$ cat src/rtl/data_path.sv
// data_path: 8-bit three-register shared-bus datapath with an immediate adder into RZ.
// Define DATAPATH_CARRY_EN to add the registered ZCarry output.
module data_path (
    input  logic       clock,
    input  logic       clear,
    input  logic [7:0] AddImmediate,
    input  logic [7:0] RegisterAImmediate,
    input  logic       RZout,
    input  logic       RAout,
    input  logic       RBout,
    input  logic       RAin,
    input  logic       RBin,
    input  logic       RZin,
    output logic [7:0] BusMuxOut,
    output logic [7:0] RAdata,
    output logic [7:0] RBdata,
    output logic [7:0] RZdata
`ifdef DATAPATH_CARRY_EN
    ,
    output logic       ZCarry
`endif
);
    logic [7:0] r_ra, r_rb, r_rz;
    logic [7:0] w_bus, w_sum;

    always_comb w_bus = RZout ? r_rz : RAout ? r_ra : RBout ? r_rb : RegisterAImmediate;

`ifdef DATAPATH_CARRY_EN
    logic w_carry;
    logic r_zcarry;
    assign {w_carry, w_sum} = {1'b0, w_bus} + {1'b0, AddImmediate};
    always_ff @(posedge clock or negedge clear)
        if (!clear) r_zcarry <= 1'b0;
        else if (RZin) r_zcarry <= w_carry;
    assign ZCarry = r_zcarry;
`else
    assign w_sum = w_bus + AddImmediate;
`endif

    // all loads sample the pre-edge bus, so simultaneous/self transfers are safe
    always_ff @(posedge clock or negedge clear) begin
        if (!clear) begin
            r_ra <= 8'h00;
            r_rb <= 8'h00;
            r_rz <= 8'h00;
        end else begin
            if (RAin) r_ra <= w_bus;
            if (RBin) r_rb <= w_bus;
            if (RZin) r_rz <= w_sum;
        end
    end

    assign BusMuxOut = w_bus;
    assign RAdata    = r_ra;
    assign RBdata    = r_rb;
    assign RZdata    = r_rz;
endmodule

$ cat config.mk
export PLATFORM = sky130hd
export DESIGN_NAME = data_path
export DESIGN_NICKNAME = d
export VERILOG_FILES = /design/src/rtl/data_path.sv
export SDC_FILE = /design/constraint.sdc
export NUM_CORES = 1
export LEC_CHECK = 0
export ABC_CLOCK_PERIOD_IN_PS = 3100
export CAP_MARGIN = 10
export CORE_ASPECT_RATIO = 0.7
export CORE_MARGIN = 4
export CORE_UTILIZATION = 33
export CTS_BUF_LIST = sky130_fd_sc_hd__clkbuf_16
export CTS_CLUSTER_DIAMETER = 40
export DETAILED_ROUTE_END_ITERATION = 10
export GPL_TIMING_DRIVEN = 0
export PLACE_DENSITY_LB_ADDON = 0.25
export SYNTH_ARGS = -nofsm -noshare
export SYNTH_HDL_FRONTEND = slang
export SYNTH_SLANG_ARGS = --single-unit
$ cat constraint.sdc
create_clock -name clock -period 3.1 [get_ports clock]
set_clock_uncertainty 0.1 [all_clocks]
set_input_delay 0.62 -clock clock [delete_from_list [all_inputs] [get_ports clock]]
set_output_delay 0.62 -clock clock [all_outputs]
set_load 0.1 [all_outputs]
Word level (Yosys, flattened, before mapping)
Index checks and enable logic that the tools add are counted.
{"block": "totals", "in_bits": 24, "reg_bits": 24}
{"block": "classes", "n_addsub": 1, "muxes": 3}
{"op": "two-way mux 8 bit", "n": 3}
{"op": "adder 8 bit", "n": 1}

Logic depth before layout (Yosys ltp)
{"block": "depth", "depth_word": 4, "ltp_mapped": 13, "mapped_depth_nobuf": 12}

Least setup slack after synthesis
No wires, ideal clock.
{"block": "synth_timing", "path_type": "register to register", "start": "register r_rb[0], in the netlist RBdata[0]", "end": "register r_rz[4], in the netlist RZdata[4]", "stages_incl_launch_ff": 13, "t_required_ps": 2874, "t_arrival_ps": 3502, "slack_ps": -628, "n_path_buf": 0, "path_cell_list": "dfrtp_1 mux2i_1 o21ai_0 mux2i_1 inv_1 ha_1 inv_1 fa_1 nor2b_1 o21ai_0 a21boi_0 nor2_1 mux2_2"}
{"block": "synth_via", "elab_chain_cells": 4}
{"element": "start: declaration", "line_no": "23", "source": "logic [7:0] r_ra, r_rb, r_rz;"}
{"element": "start signal: assignment", "line_no": "48", "source": "if (RBin) r_rb <= w_bus;"}
{"element": "two-way mux 8 bit (3 in series)", "line_no": "26", "source": "always_comb w_bus = RZout ? r_rz : RAout ? r_ra : RBout ? r_rb : RegisterAImmediate;"}
{"element": "named net BusMuxOut[0]", "line_no": "14", "source": "output logic [7:0] BusMuxOut,"}
{"element": "adder 8 bit", "line_no": "37", "source": "assign w_sum = w_bus + AddImmediate;"}
{"element": "end signal: assignment", "line_no": "49", "source": "if (RZin) r_rz <= w_sum;"}
{"element": "end: declaration", "line_no": "23"}
The timed path passes the listed nets, and every way through them passes these cells.
A chain may end at the register's enable or synchronous reset.

Worst setup path after layout
{"block": "layout_timing", "start": "input RZout", "end": "output BusMuxOut[1]"}
{"block": "layout_via", "elab_chain_cells": 1}
{"element": "start: declaration", "line_no": "8", "source": "input logic RZout,"}
{"element": "two-way mux 8 bit", "line_no": "26"}
{"element": "end: declaration", "line_no": "14"}
Every way passes these cells.

==> flow_metrics.py <==
metrics = {
    "hold_path": {
        "hold_path_class": "reg2reg",
        "hp-start": "RZdata[3]",
    },
    "sta": {
        "fin_tns_setup_ns": 0,
        "timing.fmax_mhz": 329,
        "hold-worst-slack_ns": 0.449,
        "worst_slew_pin_slew_ns": 0.983,
        "fin_crit_ns": 3.04,
        "grt_setup_unrepaired": "true",
        "finalCritPeriodShare_pct": 98.0,
        "slew_violations": 0,
        "setup_violations": 0,
        "maxSlewHeadroom_pct": 34.2,
        "hold_violations": 0,
    },
    "grt": {
        "grt-ovfl-total": 0,
        "grt_use_total_pct": 14.5,
        "antenna_found_initial": 0,
        "grt_max_degree": 25,
        "grt_pass1_wl_mm": 6.53,
        "grt_pass1_vias": 1315,
    },
    "yosys": {
        "syn_nets": 192,
        "synth_mux_area_share_pct": 16.7,
        "ys_warn_count": 0,
        "synthSimpleGateAreaFrac_pct": 13.4,
        "syn_area_per_cell_um2": 9.40,
        "synth_top_family_by_area": "multiplexers",
        "syn_area_um2": 1500,
        "yosysTopAreaCell": "dfrtp_1",
        "yosys.area_share.adder_pct": 7.15,
        "synth_compound_area_share_pct": 13.2,
        "ys_ff_latch": 24,
        "synth_xor_xnor_area_share_pct": 2.33,
        "ys_types": 33,
        "yosysSeqAreaShare_pct": 39.9,
        "syn_inst": 160,
        "ys_top_cells_by_area": "dfrtp_1 40%, mux2i_1 12%, a21oi_1 6.3%",
        "synth_top_area_share_pct": 39.9,
    },
    "critical_path": {
        "startpoint": "RZout",
        "cp-start-kind": "primary input",
        "critPathRequiredTime_ns": 2.38,
        "endpoint_kind": "primary output",
        "crit_family": "buffers and inverters",
        "cp_cell_sequence": "clkdlybuf4s50_1 -> buf_8 -> mux2i_2 -> clkinvlp_4 -> buf_2",
        "path_buf_inv": 4,
        "r2r-start": "RBdata[0]",
        "arrival_ns": 2.32,
        "path_class": "in2out",
        "cpMaxStageDelayCell": "clkdlybuf4s50_1",
        "critical-path-max-stage-delay_ns": 0.54,
        "critPathMaxFanout": 10,
    },
    "cells_and_area": {
        "area_growth_pct": 53.5,
        "drive_gt1_share_pct": 26.9,
        "diodes": 0,
        "fin_nets": 249,
        "final_cell_mix": "43 x clkdlybuf4s50_1, 18 x nor2_1, 17 x a21oi_1",
        "final_common_cell": "clkdlybuf4s50_1",
        "final_core_util_pct": 52.7,
    },
    "clocking": {
        "ctsHoldBuffers": 0,
        "cts_max_path_buffers": 2,
        "cts_buffers": 3,
        "htreeDepth": 1,
        "clk_pin_slew_ns": 0.06,
        "clock_latency_ns": 0.25,
        "clock_sinks": 24,
        "root_buffer": "clkbuf_16",
        "post_cts_buffers": 0,
        "cts_tree": "done",
    },
    "floorplanning": {
        "start_util_pct": 34.3,
        "die_h_um": 64.5,
        "die_x_um": 88.7,
        "ios": 56,
        "num_rows": 20,
        "die_area_um2": 5720,
        "core-area_um2": 4380,
    },
    "placed_design": {
        "io_buffers": 51,
        "dp_hpwl_mm": 3.06,
        "gp_congestion": 0.779,
    },
    "detailed_routing": {
        "vias": 1349,
        "antenna_left": 0,
        "wl_per_cell_um": 14.9,
        "drt_iter0_markers": 86,
        "remaining_drc_errors": 0,
        "wl_mm": 4.03,
        "routed_via_density": 4.98,
        "first_pass_iters": 4,
    },
    "status": {
        "status": "complete, no violations",
    },
    "flow_run": {
        "max-cap-violations": 0,
    },
}
==> logic make-up (layout without fill, tap and decap cells) <==
family,after synthesis,count (layout)
flops,24,24
fa+ha+maj,8,8
xor+xnor,4,4
compound gates,36,36
buf+inv,22,78
simple gates,42,42
mux,24,24
==> worst paths after layout <==
kind,end,slack [ns],cells after the start
max,BusMuxOut[1],0.06,5
min reg2reg,RZdata[3],0.45,1
min in group asynchronous,RZdata[3],0.64,1
max reg2reg,RZdata[6],0.59,12
max in group asynchronous,RBdata[1],1.75,2
min,RZdata[3],0.45,1
==> metrics by stage <==
step                      worst slack (ns)  instances  cell area [µm²]
after floorplan                     -0.119        160             1670
after global placement              -0.638        266             2250
after detailed placement            -0.620        266             2250
after CTS                          0.00421        270             2310
after global routing               -0.0762        271             2310
final                               0.0610        271             2310
==> worst reg2reg max path, cell delays in order, from the launching register on <==
cell and delay [ns]:
dfrtp_2 0.41, mux2i_1 0.14, o21ai_1 0.09, mux2i_2 0.28, clkinvlp_4 0.19, ha_4 0.19
inv_2 0.06, fa_2 0.21, nor2b_1 0.05, o21ai_1 0.17, a21boi_1 0.14, or3_1 0.33
nand4_1 0.08
==> layout make-up <==
type	instances	area (µm²)
tap	55	68.8
multi-input combinational	114	898
fill	380	2070
clock buffer	3	75.1
buffer	9	82.6
timing repair buffer	52	492
inverter	13	75.1
clock inverter	1	3.75
sequential	24	613
==> state kept, by name (all words and copies together), names as in the netlist <==
name	flops
RAdata	8
RBdata	8
RZdata	8
==> cell usage after synthesis <==
cell	instances
dfrtp_1	24
a21oi_1	19
mux2i_1	18
nor2_1	18
inv_1	13
nand2_1	9
o21ai_0	9
ha_1	7
mux2_2	5
clkbuf_1	4
a31oi_1	3
nor3b_1	3
a21o_1	2
buf_1	2
buf_6	2
nand3_1	2
nor2b_1	2
xnor2_1	2
xor2_1	2
a21boi_0	1
a31o_2	1
and3_1	1
and4_1	1
buf_8	1
fa_1	1
mux2_4	1
nand2b_1	1
nand3b_1	1
nand4_1	1
nor3_1	1
nor4b_1	1
o2111ai_1	1
or3_1	1
==> per-layer routing <==
metal  track usage [%]  up-vias  routed length [µm]
li1                  -      666                   -
met1              22.2      640                1990
met2              21.3       41                1730
met3              4.07        2                 307
met4             0.566        0                   6
met5                 0        -                   0
==> repair_timing <==
| action | 4_1_cts | 5_1_grt |
|---|---|---|
| setup endpoints to repair | 8 | 5 |
| resized for setup | 34 | 4 |
| pin swaps | 0 | 0 |
| endpoints found under the hold margin | 0 | 0 |
Power is not shown: default switching activity piles up to over one toggle a cycle in this logic, so the estimate is an artifact.
